[src/rtl/serial_frame_pkg.sv]
// rtl/serial_frame_pkg.sv - shared types and constants for the serial frame sequencer
package serial_frame_pkg;

    typedef enum logic [1:0] {
        IDLE   = 2'd0,
        HEADER = 2'd1,
        DATA   = 2'd2
    } state_e;

    localparam int         HEADER_SLOTS      = 2;
    localparam int         BITS_PER_SLOT     = 8;
    localparam logic [7:0] DEFAULT_SYNC_WORD = 8'hA5;

    // Counter width for n distinct values, never narrower than one bit.
    function automatic int cnt_width(input int n);
        return (n > 1) ? $clog2(n) : 1;
    endfunction

endpackage

[src/rtl/frame_shift_reg.sv]
// rtl/frame_shift_reg.sv - 8-bit parallel-load MSB-first shifter with registered serial output
module frame_shift_reg (
    input  logic       clk_i,
    input  logic       rst_n_i,
    input  logic       clr_i,
    input  logic       load_i,
    input  logic       shift_i,
    input  logic [7:0] data_i,
    output logic       serial_o
);

    logic [7:0] sr_q;

    always_ff @(posedge clk_i or negedge rst_n_i) begin
        if (!rst_n_i) begin
            sr_q <= '0;
        end else if (clr_i) begin
            sr_q <= '0;
        end else if (load_i) begin
            sr_q <= data_i;
        end else if (shift_i) begin
            sr_q <= {sr_q[6:0], 1'b0};
        end
    end

    assign serial_o = sr_q[7];

endmodule

[src/rtl/serial_frame_ctrl.sv]
// rtl/serial_frame_ctrl.sv - frames radio samples into sync/counter/sample bytes on one serial wire
module serial_frame_ctrl
    import serial_frame_pkg::*;
#(
    parameter int         FRAME_SAMPLES = 256,
    parameter logic [7:0] SYNC_WORD     = DEFAULT_SYNC_WORD
) (
    input  logic       sys_clk_i,
    input  logic       rst_n_i,
    input  logic       en_i,
    input  logic [7:0] sample_i,
    output logic       data_out_o,
    output logic       sync_o,
    output logic       misc_o,
    output logic       sample_strobe_o,
    output logic [7:0] frame_cnt_o
);

    localparam int SC_W = cnt_width(FRAME_SAMPLES);
    localparam int BC_W = cnt_width(BITS_PER_SLOT);
    localparam int HS_W = cnt_width(HEADER_SLOTS);

    localparam logic [SC_W-1:0] LAST_SAMPLE = SC_W'(FRAME_SAMPLES - 1);
    localparam logic [BC_W-1:0] LAST_BIT    = BC_W'(BITS_PER_SLOT - 1);
    localparam logic [HS_W-1:0] LAST_HDR    = HS_W'(HEADER_SLOTS - 1);

    state_e            state_q;
    logic [BC_W-1:0]   bit_cnt_q;
    logic [HS_W-1:0]   hdr_slot_q;
    logic [SC_W-1:0]   sample_cnt_q;
    logic [7:0]        frame_cnt_q;
    logic              sync_q;
    logic              misc_q;
    logic              strobe_q;

    logic              slot_end;
    logic              last_sample;
    logic              sr_load;
    logic              sr_shift;
    logic              sr_clr;
    logic [7:0]        sr_data;

    assign slot_end    = (bit_cnt_q == LAST_BIT);
    assign last_sample = (sample_cnt_q == LAST_SAMPLE);

    // Shifter is loaded on the edge that opens each byte slot and shifted on every other edge.
    always_comb begin
        sr_load  = 1'b0;
        sr_shift = 1'b0;
        sr_clr   = 1'b0;
        sr_data  = SYNC_WORD;
        unique case (state_q)
            IDLE: begin
                if (en_i) sr_load = 1'b1;
                else      sr_clr  = 1'b1;
            end
            HEADER: begin
                if (slot_end) begin
                    sr_load = 1'b1;
                    sr_data = (hdr_slot_q == LAST_HDR) ? sample_i : frame_cnt_q;
                end else begin
                    sr_shift = 1'b1;
                end
            end
            DATA: begin
                if (!slot_end) begin
                    sr_shift = 1'b1;
                end else if (!last_sample) begin
                    sr_load = 1'b1;
                    sr_data = sample_i;
                end else if (en_i) begin
                    sr_load = 1'b1;
                end else begin
                    sr_clr = 1'b1;
                end
            end
            default: sr_clr = 1'b1;
        endcase
    end

    always_ff @(posedge sys_clk_i or negedge rst_n_i) begin
        if (!rst_n_i) begin
            state_q      <= IDLE;
            bit_cnt_q    <= '0;
            hdr_slot_q   <= '0;
            sample_cnt_q <= '0;
            frame_cnt_q  <= '0;
            sync_q       <= 1'b0;
            misc_q       <= 1'b0;
            strobe_q     <= 1'b0;
        end else begin
            sync_q   <= 1'b0;
            strobe_q <= 1'b0;
            unique case (state_q)
                IDLE: begin
                    bit_cnt_q <= '0;
                    if (en_i) begin
                        state_q    <= HEADER;
                        hdr_slot_q <= '0;
                        sync_q     <= 1'b1;
                        misc_q     <= 1'b1;
                    end else begin
                        misc_q <= 1'b0;
                    end
                end
                HEADER: begin
                    bit_cnt_q <= slot_end ? '0 : bit_cnt_q + BC_W'(1);
                    if (slot_end) begin
                        if (hdr_slot_q == LAST_HDR) begin
                            state_q      <= DATA;
                            sample_cnt_q <= '0;
                            strobe_q     <= 1'b1;
                        end else begin
                            hdr_slot_q <= hdr_slot_q + HS_W'(1);
                        end
                    end
                end
                DATA: begin
                    bit_cnt_q <= slot_end ? '0 : bit_cnt_q + BC_W'(1);
                    if (slot_end) begin
                        if (!last_sample) begin
                            sample_cnt_q <= sample_cnt_q + SC_W'(1);
                            strobe_q     <= 1'b1;
                        end else if (en_i) begin
                            // Back-to-back frame: counter advances as the new header starts.
                            state_q     <= HEADER;
                            hdr_slot_q  <= '0;
                            sync_q      <= 1'b1;
                            frame_cnt_q <= frame_cnt_q + 8'd1;
                        end else begin
                            state_q <= IDLE;
                            misc_q  <= 1'b0;
                        end
                    end
                end
                default: begin
                    state_q <= IDLE;
                    misc_q  <= 1'b0;
                end
            endcase
        end
    end

    frame_shift_reg u_shift (
        .clk_i    (sys_clk_i),
        .rst_n_i  (rst_n_i),
        .clr_i    (sr_clr),
        .load_i   (sr_load),
        .shift_i  (sr_shift),
        .data_i   (sr_data),
        .serial_o (data_out_o)
    );

    assign sync_o          = sync_q;
    assign misc_o          = misc_q;
    assign sample_strobe_o = strobe_q;
    assign frame_cnt_o     = frame_cnt_q;

endmodule
[config.mk]
export PLATFORM = sky130hd
export DESIGN_NAME = serial_frame_ctrl
export DESIGN_NICKNAME = d
export VERILOG_FILES = /design/src/rtl/serial_frame_pkg.sv /design/src/rtl/frame_shift_reg.sv /design/src/rtl/serial_frame_ctrl.sv
export SDC_FILE = /design/constraint.sdc
export NUM_CORES = 1
export LEC_CHECK = 0
export CORE_ASPECT_RATIO = 1.25
export CORE_MARGIN = 2
export CORE_UTILIZATION = 25
export CTS_CLUSTER_DIAMETER = 120
export DETAILED_ROUTE_END_ITERATION = 8
export HOLD_SLACK_MARGIN = 0.08
export RECOVER_POWER = 50
export SYNTH_ARGS = -nofsm -noshare
export SYNTH_HDL_FRONTEND = slang
export SYNTH_HIERARCHICAL = 1
export SYNTH_SLANG_ARGS = --single-unit
export TNS_END_PERCENT = 10
[constraint.sdc]
create_clock -name sys_clk_i -period 2.55 [get_ports sys_clk_i]
set_input_delay 0.51 -clock sys_clk_i [delete_from_list [all_inputs] [get_ports sys_clk_i]]
set_output_delay 0.51 -clock sys_clk_i [all_outputs]
set_load 0.01 [all_outputs]
==> run_results.csv, run 1 <==
group,metric,value,unit
setup_path,reg2reg_slack,0.43,ns
setup_path,r2r-start,"sample_cnt_q[0]",
pwr,leakagePower,1.090,nW
pwr,power_switching,0.0007798,W
route,drc,0,
synth,synth_seq_area_share,0.3940,
synth,ys_ff_latch,33,
synth,netlist_instances,200,
synth,synth_warnings,6,
clock_network,root_buffer,"clkbuf_8",
synth,synthMuxAreaShare,0.08657,
route,drt-pass1-iter-count,4,
sta,rsz0062_at_grt,"no",
synth,synth_edf_count,0,
route,wl,4.572,mm
floorplanning,core,0.008194,mm^2
sta,period_needed,2.115,ns
setup_path,cp-end-kind,"register",
clock_network,ctsHtreeMaxLevel,2,
sta,timing.fmax,472.8,MHz
status,status,"finished clean",
global_route,grt-ovfl-total,0,
place,gp_congestion,0.8294,
clock_network,path_clk_slew,0.07,ns
global_route,grt_pass1_vias,1627,
run,maxCapViolCount,0,
floorplanning,rows,37,
pwr,vdd_drop_max,0.0006304,V
floorplanning,start_util,0.2558,
synth,synth_simple_gate_area_share,0.1851,
cells_and_area,nNetsFinal,243,
sta,hold_violations,0,
global_route,grt_usage,0.1071,
cells_and_area,final_common_cell,"dfrtp_1",
clock_network,cts_resized,0,
clock_network,cts_buffers,5,
synth,synth_fa_ha_area_frac,0.04776,
clock_network,cts_setup_buffers,0,
sta,worst-slew-pin-transition,0.8311,ns
cells_and_area,final_area,0.002477,mm^2
sta,setup_viol,0,
global_route,antenna_found_initial,0,
pwr,seq_power_share,0.331,
sta,post-route-period-util,0.8295,
setup_path,cp-start-kind,"register",
route,vias,1620,
setup_path,crit_type,"register to register",
synth,synth_top_family_by_area,"compound AO/OA/AOI/OAI gates",
place,placement.cell_area,0.002402,mm^2
setup_path,crit_start,"sample_cnt_q[0]",
global_route,grt_max_degree,34,
sta,clock_skew,0.003218,ns
route,drt_iter0_markers,61,
route,avgRoutedWirePerCell,14.20,um
hold_path,holdCritStartpoint,"misc_o",
synth,synthTopCellsByArea,"dfrtp_1 39%, ha_1 4.8%, mux2i_1 3.8%",
cells_and_area,fin_cells,322,
floorplanning,die_h,106.4,um
route,vias_per_cell,5.031,
pwr,p_comb_frac,0.481,
pwr,clkPwrFrac,0.187,
place,numPortBuffers,22,
place,place_inst,314,
setup_path,critPathArrivalTime,2.32,ns
cells_and_area,seqCellArea,825.8,um^2
cells_and_area,final_cell_mix,"33 x dfrtp_1, 19 x clkdlybuf4s50_1, 10 x nor2b_1, 10 x nand2_1",
setup_path,path_max_fanout,10,
cells_and_area,fillCellCount,839,
clock_network,cts_tree,"built",
cells_and_area,num_antenna_cells,0,
pwr,switching_share,0.3860,
synth,synth_xor_area_frac,0.02925,
synth,synth_nets,219,
cells_and_area,layout-drive-gt1-share,0.1333,
pwr,power_density,815.4,mW/mm^2
floorplanning,dieArea,0.009136,mm^2
sta,slew_violations,0,
floorplanning,pin_count,23,
global_route,grt_pass1_wl,7.879,mm
place,dp_hpwl,3.407,mm
hold_path,min_path_type,"register to register",
synth,syn_area_per_cell,10.48,um^2
synth,synth_compound_area_frac,0.2096,
synth,synth-main-ff-cell,"dfrtp_1",
sta,finalSetupTns,0,ns
pwr,intPower,0.001240,W
synth,synth.top_cell.area_share,0.3940,
cells_and_area,multiInputGateArea,0.001165,mm^2
synth,yosysTopAreaCell,"dfrtp_1",
setup_path,critical_path_required,2.76,ns
sta,slew_headroom,0.4459,
synth,ys_async_sr_fraction,1.000,
clock_network,clock_path_buffers,2,
cells_and_area,area_delta_synth_final,18.21,%
clock_network,clock_latency,0.28,ns
clock_network,numClockSinks,33,
clock_network,holdBufCountCts,0,
synth,synth_cell_types,56,
synth,syn-cell-area,0.002096,mm^2
floorplanning,chipWidth,85.89,um
route,ant_nets,0,
cell usage after synthesis, drive strengths merged (2+ instances only):
library cell and instances:
buf 6, nor3 6, and2 2, o21a 2
nand2 10, o21ai 6, mux2 9, nor2 9
a22o 3, mux2i 8, inv 6, a22oi 4
ha 8, nand3 10, dfrtp 33, nand2b 3
a221o 5, xnor2 6, a211o 2, a21oi 10
o32a 2, nand4 3, nor2b 10, o211ai 2
a211oi 8, o311ai 2, clkbuf 3, and3 5
registers in the layout (all words and copies together) (netlist names):
signal / cells
misc_o: 1
state_q: 2
frame_cnt_o: 8
hdr_slot_q: 1
bit_cnt_q: 3
sample_strobe_o: 1
u_shift/sr_q: 8
sample_cnt_q: 8
sync_o: 1
area by class of cell:
cell class / count / area share
Multi-Input combinational cell: 150 / 0.4702
Sequential cell: 33 / 0.3333
Clock buffer: 6 / 0.02929
Tap cell: 97 / 0.04899
Timing Repair Buffer: 27 / 0.1030
Inverter: 7 / 0.01111
Clock inverter: 2 / 0.004040
stage by stage:
| stage | power (W) | setup slack [ns] | utilization | hold slack (ns) |
|---|---|---|---|---|
| 6_report | 0.002020 | 0.4349 | 0.3023 | 0.5091 |
| 5_1_grt | 0.002184 | 0.2500 | 0.3023 | 0.5503 |
| 4_1_cts | 0.002052 | 0.4232 | 0.3033 | 0.5176 |
| 3_3_place_gp | 0.001653 | 0.4085 | 0.2932 | 0.4946 |
| 3_5_place_dp | 0.001662 | 0.3834 | 0.2932 | 0.4965 |
| 2_1_floorplan | 0.001466 | 0.6149 | - | 0.2144 |
critical path: stages, from the launching register on:
cell and delay (ns):
dfrtp_1 0.40, ha_1 0.30, nand4_4 0.19, nor2_1 0.24, a21oi_1 0.10, o21a_1 0.26, or3b_1 0.40, a21oi_1 0.14
routing by layer:
metal | track usage | share of wire | vias up
met5 | 0 | 0 | -
met4 | 0.04535 | 0.015 | 0
met3 | 0.01863 | 0.020 | 4
met2 | 0.1733 | 0.50 | 22
met1 | 0.1393 | 0.46 | 800
li1 | - | - | 794
power by group through the flow:
| stage | combinational (W) | sequential (W) | clock, W |
|---|---|---|---|
| 2_1_floorplan | 0.000793 | 0.000673 | 0 |
| 3_3_place_gp | 0.000974 | 0.000679 | 0 |
| 3_5_place_dp | 0.000982 | 0.000680 | 0 |
| 4_1_cts | 0.000987 | 0.000671 | 0.000394 |
| 5_1_grt | 0.00108 | 0.000681 | 0.000419 |
| 6_report | 0.000972 | 0.000669 | 0.000378 |
cells by family after synthesis:
logic type / Yosys count
XOR/XNOR: 7
multiplexers: 17
flip-flops: 33
adder cells (fa/ha/maj): 8
AND/OR/NAND/NOR: 64
AO/OA/AOI/OAI: 54
buffers and inverters: 17
worst paths after layout:
kind,to,depth (start not counted)
hold reg to reg,misc_o,2
setup reg to reg,u_shift/sr_q[0],7
setup / recovery,u_shift/sr_q[0],7
max in group asynchronous,state_q[0],2
min in group asynchronous,sample_cnt_q[0],2
hold / removal,misc_o,2
Power figures use the tool's default switching activity.
==> run 2: changes to the inputs <==
==> constraint.sdc (replaced) <==
create_clock -name sys_clk_i -period 2 [get_ports sys_clk_i]
set_input_delay 0.4 -clock sys_clk_i [delete_from_list [all_inputs] [get_ports sys_clk_i]]
set_output_delay 0.4 -clock sys_clk_i [all_outputs]
set_load 0.01 [all_outputs]
==> run 2 against run 1 <==
Net effect:
- via count rose by 6.4%
- critical path depth rose by 2
- sequential power rose by 27%
- combinational power rose by 41%
- global-route usage rose by 0.36 points
- non-clock buffer count rose by 16
- die area did not move
- setup slack got worse by 0.34 ns
- power rose by 34%
- cell area rose by 6.1%
- hold slack improved by 0.0045 ns
- critical path type unchanged
- utilization rose by 1.8 points
==> run_results.csv, run 2 (synthesized netlist as in run 1, its figures left out) <==
group,metric,value,unit
sta,setup_viol,0,
floorplanning,pin_count,23,
setup_path,crit_type,"register to register",
clock_network,ctsHtreeMaxLevel,2,
setup_path,cp-start-kind,"register",
pwr,seq_power_share,0.314,
global_route,grt-ovfl-total,0,
cells_and_area,final_common_cell,"dfrtp_1",
pwr,p_comb_frac,0.507,
cells_and_area,fin_util,0.3207,
route,ant_nets,0,
place,gp_congestion,0.8369,
floorplanning,chipWidth,85.89,um
pwr,intPower,0.001661,W
sta,period_needed,1.902,ns
sta,hold_violations,0,
sta,worst-slew-pin-transition,0.8168,ns
clock_network,clock_path_buffers,2,
pwr,power_switching,0.001039,W
route,avgRoutedWirePerCell,13.97,um
pwr,clkPwrFrac,0.179,
sta,rsz0062_at_grt,"no",
global_route,grt_pass1_vias,1688,
setup_path,critical_path_required,2.19,ns
pwr,finalPower,0.002700,W
place,dp_hpwl,3.579,mm
sta,clock_skew,0.005542,ns
floorplanning,dieArea,0.009136,mm^2
sta,hold_slack,0.5136,ns
clock_network,cts_buffers,5,
route,vias,1724,
place,numPortBuffers,22,
route,drt_iter0_markers,60,
floorplanning,rows,37,
cells_and_area,num_antenna_cells,0,
pwr,switching_share,0.3848,
route,wl,4.723,mm
cells_and_area,final_cell_mix,"33 x dfrtp_1, 21 x clkdlybuf4s50_1, 20 x buf_4, 10 x nand2_1",
clock_network,holdBufCountCts,0,
route,vias_per_cell,5.101,
clock_network,path_clk_slew,0.07,ns
pwr,vdd_drop_max,0.001024,V
status,status,"finished clean",
global_route,grt_max_degree,34,
setup_path,critPathArrivalTime,2.09,ns
floorplanning,core,0.008194,mm^2
global_route,grt_usage,0.1107,
pwr,leakagePower,1.161,nW
cells_and_area,nNetsFinal,259,
sta,post-route-period-util,0.9509,
clock_network,clock_latency,0.29,ns
pwr,power_density,1028,mW/mm^2
route,drt-pass1-iter-count,4,
cells_and_area,area_delta_synth_final,25.37,%
route,drc,0,
cells_and_area,layout-drive-gt1-share,0.2241,
clock_network,root_buffer,"clkbuf_8",
floorplanning,die_h,106.4,um
clock_network,cts_tree,"built",
global_route,grt_pass1_wl,8.197,mm
sta,slew_headroom,0.4555,
hold_path,min_path_type,"register to register",
sta,slew_violations,0,
clock_network,numClockSinks,33,
floorplanning,start_util,0.2558,
run,maxCapViolCount,0,
setup_path,path_max_fanout,7,
sta,timing.fmax,525.8,MHz
global_route,antenna_found_initial,0,
setup_path,cp-end-kind,"register",
-- run 2: worst paths after layout --
check                        startpoint         endpoint  slack (ns)  depth (start not counted)
setup / recovery           bit_cnt_q[0]  u_shift/sr_q[5]         0.1                          9
hold / removal                   misc_o           misc_o        0.51                          2
setup reg to reg           bit_cnt_q[0]  u_shift/sr_q[5]         0.1                          9
hold reg to reg                  misc_o           misc_o        0.51                          2
max in group asynchronous       rst_n_i           sync_o        0.75                          2
min in group asynchronous       rst_n_i  sample_cnt_q[0]        0.73                          2
-- run 2: what timing repair did --
item | in CTS | in global routing
setup buffers | 0 | 1
endpoints found under the setup margin | 0 | 10
resized for setup | 0 | 7
-- run 2: power groups by stage --
stage / Clock (W) / Combinational, W / Sequential [W]
2_1_floorplan: 0 / 0.00101 / 0.000859
3_3_place_gp: 0 / 0.00130 / 0.000859
3_5_place_dp: 0 / 0.00133 / 0.000863
4_1_cts: 0.000501 / 0.00133 / 0.000851
5_1_grt: 0.000528 / 0.00153 / 0.000860
6_report: 0.000485 / 0.00137 / 0.000847
-- run 2: final cells by class --
cell class	count	area, um^2
timing repair buffer	43	375.4
inverter	7	27.53
tap	97	121.4
multi-input combinational	150	1195
clock buffer	6	72.57
clock inverter	2	10.01
fill	812	5567
sequential	33	825.8
-- run 2: layer usage --
layer,vias to the layer above,GRT usage,share of wire
met1,860,0.1394,0.46
met4,0,0.04762,0.018
met2,25,0.1860,0.51
met3,7,0.01630,0.016
li1,832,-,-
met5,-,0,0
-- run 2: critical path, stage by stage, from the launching register on --
cell	delay [ns]
dfrtp_1	0.40
ha_1	0.21
ha_2	0.21
buf_4	0.17
a21oi_1	0.11
nor2_1	0.05
o21a_1	0.14
buf_4	0.15
nor2b_1	0.13
a211oi_1	0.23
-- run 2: per-stage QoR --
step | TNS [ns] | cells | worst slack (ns) | instance area, um^2
final | 0 | 338 | 0.09822 | 2628
after global routing | 0 | 338 | 0.0009430 | 2628
after CTS | 0 | 337 | 0.01907 | 2597
after detailed placement | -0.002151 | 329 | -0.002151 | 2515
after global placement | 0 | 329 | 0.03412 | 2515
after floorplan | 0 | 200 | 0.06494 | 2096
==> edit 1, RTL diff (settings of run 2) <==
Reset style: synchronous (`rst_n_i`), changed in 2 clocked blocks.
--- a/src/rtl/frame_shift_reg.sv
+++ b/src/rtl/frame_shift_reg.sv
@@ -12,5 +12,5 @@
     logic [7:0] sr_q;
 
-    always_ff @(posedge clk_i or negedge rst_n_i) begin
+    always_ff @(posedge clk_i) begin
         if (!rst_n_i) begin
             sr_q <= '0;
--- a/src/rtl/serial_frame_ctrl.sv
+++ b/src/rtl/serial_frame_ctrl.sv
@@ -79,5 +79,5 @@
     end
 
-    always_ff @(posedge sys_clk_i or negedge rst_n_i) begin
+    always_ff @(posedge sys_clk_i) begin
         if (!rst_n_i) begin
             state_q      <= IDLE;
Behaviour: differs if rst_n_i is asserted again (counterexample within 4 cycles, from zero or initial values and one cycle with rst_n_i low); with rst_n_i held inactive, the same outputs for 10 cycles.
==> edit 1 against run 2 <==
  * Sequential cell count did not move
  * Wire length grew 7.2%
  * Largest cell class unchanged
  * Critical endpoint is now sample_cnt_q[7]
  * Die area fell by 3.0%
  * Clock power is 3% higher
  * Design area shrank 1.8%
  * Worst setup slack got worse by 0.022 ns
  * Synthesized area down 3.2%
  * Power shrank 14%
==> edit 1: results (changes against run 2) <==
Run status
Run status: completed (unchanged).

Route
The met2 layer wire length in the routed design is 2.48 mm (was 2.40 mm). The routed length on met3 is 134 um (was 77 um). The violation count after the first detailed-route iteration is 62 (was 60). The wire length per cell after detailed routing is 13.9 um (was 14.0 um).

The met1 routed wirelength after detailed routing is 2.34 mm (was 2.16 mm). The aggregate routed wire length is 5.06 mm (was 4.72 mm). The overall via count from detail_route was 1804 (was 1724).

Cells and area
The final net count is 286 (was 259). The fraction of layout cells with a size suffix above 1 is 0.220 (was 0.224).

Global routing
The first-pass GRT wire length is 8.55 mm (was 8.20 mm). The number of antenna violations at the first check in global routing is 0 (unchanged). The largest net degree at the start of global routing is 14 (was 34). The via count of the first global-routing pass is 1723 (was 1688). The total global routing track utilization is 0.120 (was 0.111).

Critical path
The endpoint of the worst register-to-register path is sample_cnt_q[7] (was u_shift/sr_q[5]). The length in cells of the worst reg-to-reg path was 8 (was 9). The cell type of the slowest stage on the worst timing path was or4_1 (was dfrtp_1).

The register-to-register setup slack is 0.08 ns (was 0.1 ns). The launch instance of the worst register-to-register path is state_q[0] (was bit_cnt_q[0]). The top cell family by delay on the critical path is simple AND/OR/NAND/NOR gates (was compound AO/OA/AOI/OAI gates).

The maximum cell stage delay along the critical path was 0.52 ns (was 0.40 ns).

Power
The largest voltage drop on the vdd net is 0.354 mV (was 1.02 mV). The total leakage power is 0.989 nW (was 1.16 nW).

Placement
The HPWL reported at the end of detailed placement is 3.78 mm (was 3.58 mm). The global placement routability congestion came to 0.801 (was 0.837). The area after detailed placement came to 2470 sq um (was 2510 sq um). The post-placement worst setup slack was -0.0483 ns (was -0.00215 ns). The placed instance count is 355 (was 329).

STA
The final setup skew is 0.00562 ns (was 0.00554 ns). The transition at the pin with the smallest max-transition slack is 0.509 ns (was 0.817 ns). The final hold slack is 0.490 ns (was 0.514 ns).

Worst hold path
The sink of the worst hold path is sample_cnt_q[1] (was misc_o). The origin of the worst min-delay path is sample_cnt_q[1] (was misc_o).

Synth
The sequential cell area fraction in the yosys report came to 0.326 (was 0.394). The post-synthesis async set-or-reset flop share is 0 (was 1.00). The post-synth net total was 247 (was 219). The number of distinct library cell variants in the gate-level netlist after synthesis is 54 (was 56).

Leading cell types by total area after synthesis: dfxtp_1, mux2i_1, ha_1 (was dfrtp_1, ha_1, mux2i_1). The mean instance size in the synthesized netlist was 8.90 sq um (was 10.5 sq um). Most instantiated cells after synthesis: dfxtp_1, nand2_1, nor2_1, mux2i_1, nand3_1 (was dfrtp_1, nand2_1, nor2b_1).

CTS
The count of cells resized by post-cts repair is 1 (was 0).
## edit 1: cell count changes in the layout (fill, tap and decap cells not counted), sizes merged, moves of 4 or more
cell,change
nand2,+12
mux2i,+7
dlygate4sd3,+4
a32oi,+5
clkdlybuf4s50,-4
dfxtp,+33
dfrtp,-33
nor2,+8
## edit 1: layout make-up
cell class | count | area, sq um
fill | 847 | 5260
multi-input combinational | 174 | 1300
sequential | 33 | 661
timing repair buffer | 44 | 385
tap | 95 | 119
clock buffer | 6 | 72.6
inverter | 9 | 33.8
clock inverter | 2 | 10.0
## edit 1: metal layers
layer,track usage,vias to the layer above
met5,0,-
met4,0.0544,0
met3,0.0253,6
met2,0.202,25
met1,0.144,861
li1,-,912
## edit 1: worst max path at each step
stage | from | end | slack (ns) | cells past startpoint
2_1_floorplan | sample_cnt_q[0] | u_shift/sr_q[1] | 0.02 | 7
3_3_place_gp | en_i | u_shift/sr_q[7] | 0.04 | 5
3_5_place_dp | bit_cnt_q[0] | bit_cnt_q[0] | -0.05 | 7
4_1_cts | state_q[0] | sample_cnt_q[7] | 0.001 | 8
5_1_grt | sample_cnt_q[1] | u_shift/sr_q[5] | -0.02 | 8
6_report | state_q[0] | sample_cnt_q[7] | 0.08 | 8
## edit 1: logic make-up (layout without fill, tap and decap cells)
kind of cell               after synthesis  after routing  synth area share
adders and majority gates                8              8            0.0493
muxes                                   24             24             0.126
buffers and inverters                   21             61            0.0506
AOI/OAI and AO/OA                       46             46             0.176
DFF                                     33             33             0.326
xor gates and xnor gates                 4              4            0.0173
and+or+nand+nor                         92             92             0.256
## edit 1: where the power goes
group          switching [mW]  total [mW]  internal [mW]
logic                   0.533        1.05          0.518
registers              0.0512       0.783          0.732
clock network           0.257       0.498          0.241
total                   0.841        2.33           1.49
==> edit 2, RTL diff (flow settings as in run 2) <==
Without the edit above. Set the parameter `FRAME_SAMPLES` to 384 (it was 256).
--- a/src/rtl/serial_frame_ctrl.sv
+++ b/src/rtl/serial_frame_ctrl.sv
@@ -3,5 +3,5 @@
     import serial_frame_pkg::*;
 #(
-    parameter int         FRAME_SAMPLES = 256,
+    parameter int         FRAME_SAMPLES = 384,
     parameter logic [7:0] SYNC_WORD     = DEFAULT_SYNC_WORD
 ) (
Behaviour: same outputs for any inputs over 10 cycles, from zero or initial values and one cycle with rst_n_i low; that may be too few to reach the edited logic, so the function may still have changed.
==> edit 2 against run 2 <==
  * Highest routed layer unchanged
  * Count of clock-buffer cells in the layout stayed put
  * Sequential cell count up 1
  * Design area rose by 8.0%
  * Worst setup slack improved by 0.017 ns
  * Die area up 1.1%
  * Via count up 8.5%
  * Clock skew is 0.0049 ns higher
  * Critical path depth fell by 3
  * Wire length is 8.7% higher
  * Power shrank 4.4%
  * Synthesized area is 1.1% higher
==> edit 2: results (changes against run 2) <==
Route
The violation count after the first detailed-route iteration is 64 (was 60). The via count normalized by instance count was 5.00 (was 5.10). The aggregate routed wire length is 5.14 mm (was 4.72 mm).

Synth
The number of warnings reported in the yosys synthesis log is 6 (unchanged). Most instantiated cells after synthesis: dfrtp_1, nand2_1, a21oi_1, nor2_1, mux2i_1 (was dfrtp_1, nand2_1, nor2b_1). Leading cell types by total area after synthesis: dfrtp_1, mux2i_1, ha_1 (was dfrtp_1, ha_1, mux2i_1). The post-synth net total is 243 (was 219). The sequential cell area fraction in the yosys report is 0.401 (was 0.394).

The number of distinct library cell variants in the gate-level netlist after synthesis is 47 (was 56).

Critical path
The end point of the critical path is sample_cnt_q[7] (was u_shift/sr_q[5]). The launch point of the worst path is state_q[1] (was bit_cnt_q[0]).

Placement
The port buffer count is 22 (unchanged). The global placement routability congestion is 0.806 (was 0.837). The area after detailed placement came to 2680 sq um (was 2510 sq um). The HPWL reported at the end of detailed placement came to 3.98 mm (was 3.58 mm).

CTS
The clock latency on the worst-skew pair came to 0.29 ns (about the same). The count of cells resized by post-cts repair came to 0 (unchanged). The maximum buffer depth of the clock tree is 2 (unchanged). The level count of the clock H-tree is 2 (unchanged).

Power
The total leakage power is 1.22 nW (was 1.16 nW). The internal power contribution is 1.80 mW (was 1.66 mW). The sequential power share is 0.337 (was 0.314). The sequential power was 871 uW (was 847 uW). The clock network fraction of total power is 0.304 (was 0.179). The largest voltage drop on the vdd net was 0.320 mV (was 1.02 mV).

Cells and area
The fraction of layout cells with a size suffix above 1 is 0.206 (was 0.224). The final net count is 295 (was 259).

Worst hold path
The path type of the worst min-delay path is in2async (was reg2reg).

Global routing
The total global routing track utilization is 0.119 (was 0.111). The first-pass GRT wire length is 8.86 mm (was 8.20 mm). The via count of the first global-routing pass is 1871 (was 1688). The largest net degree at the start of global routing came to 35 (was 34).

STA
The remaining max-slew budget at the tightest pin is 0.426 (was 0.455). The final setup skew came to 0.0105 ns (was 0.00554 ns).

Run status
Run status: completed (unchanged).
-- edit 2: cell count changes after synthesis, moves of 5 or more --
cell and change:
a31oi_1 +6, mux2_2 -6, nand4_1 +7, mux2i_1 +6
a221o_1 -5, nor2_1 +6, a21oi_1 +7, nand2_1 +10
-- edit 2: cells by family (layout without fill, tap and decap cells) --
logic type / count (synthesis) / after routing / share of synthesized area
and+or+nand+nor: 85 / 85 / 0.228
AOI/OAI and AO/OA: 54 / 54 / 0.164
DFF: 34 / 34 / 0.401
muxes: 18 / 18 / 0.0874
buffers and inverters: 18 / 71 / 0.0431
adders and majority gates: 8 / 8 / 0.0472
xor gates and xnor gates: 7 / 7 / 0.0289
-- edit 2: worst max-delay path, stage by stage, from the launching register on --
cell and delay, ns:
dfrtp_1 0.44, inv_1 0.10, ha_2 0.25, nor2_1 0.07, or3b_1 0.39, or4_1 0.47, o21ai_1 0.09
-- edit 2: area by class of cell --
cell class	count	area [sq um]
well taps	97	121
clock inverters	2	60.1
clock buffers	6	82.6
repair buffers	56	468
inverters	7	26.3
multi-input cells	172	1230
flip-flops and latches	34	851
fillers	859	5400
-- edit 2: metrics by stage --
step	util	cells	hold slack [ns]	setup slack (ns)	setup TNS (ns)
after floorplan	-	224	0.104	0.00199	0
after global placement	0.325	365	0.471	-0.00184	-0.00184
after detailed placement	0.325	365	0.488	-0.0356	-0.0479
after CTS	0.342	373	0.218	0.0489	0
after global routing	0.344	374	0.280	-0.0339	-0.0817
final	0.344	374	0.215	0.115	0
-- edit 2: per-layer routing --
metal,vias up,part of all wire,GRT usage
met5,-,0,0
met4,0,0.026,0.0569
met3,8,0.031,0.0216
met2,37,0.51,0.202
met1,899,0.43,0.143
li1,927,-,-
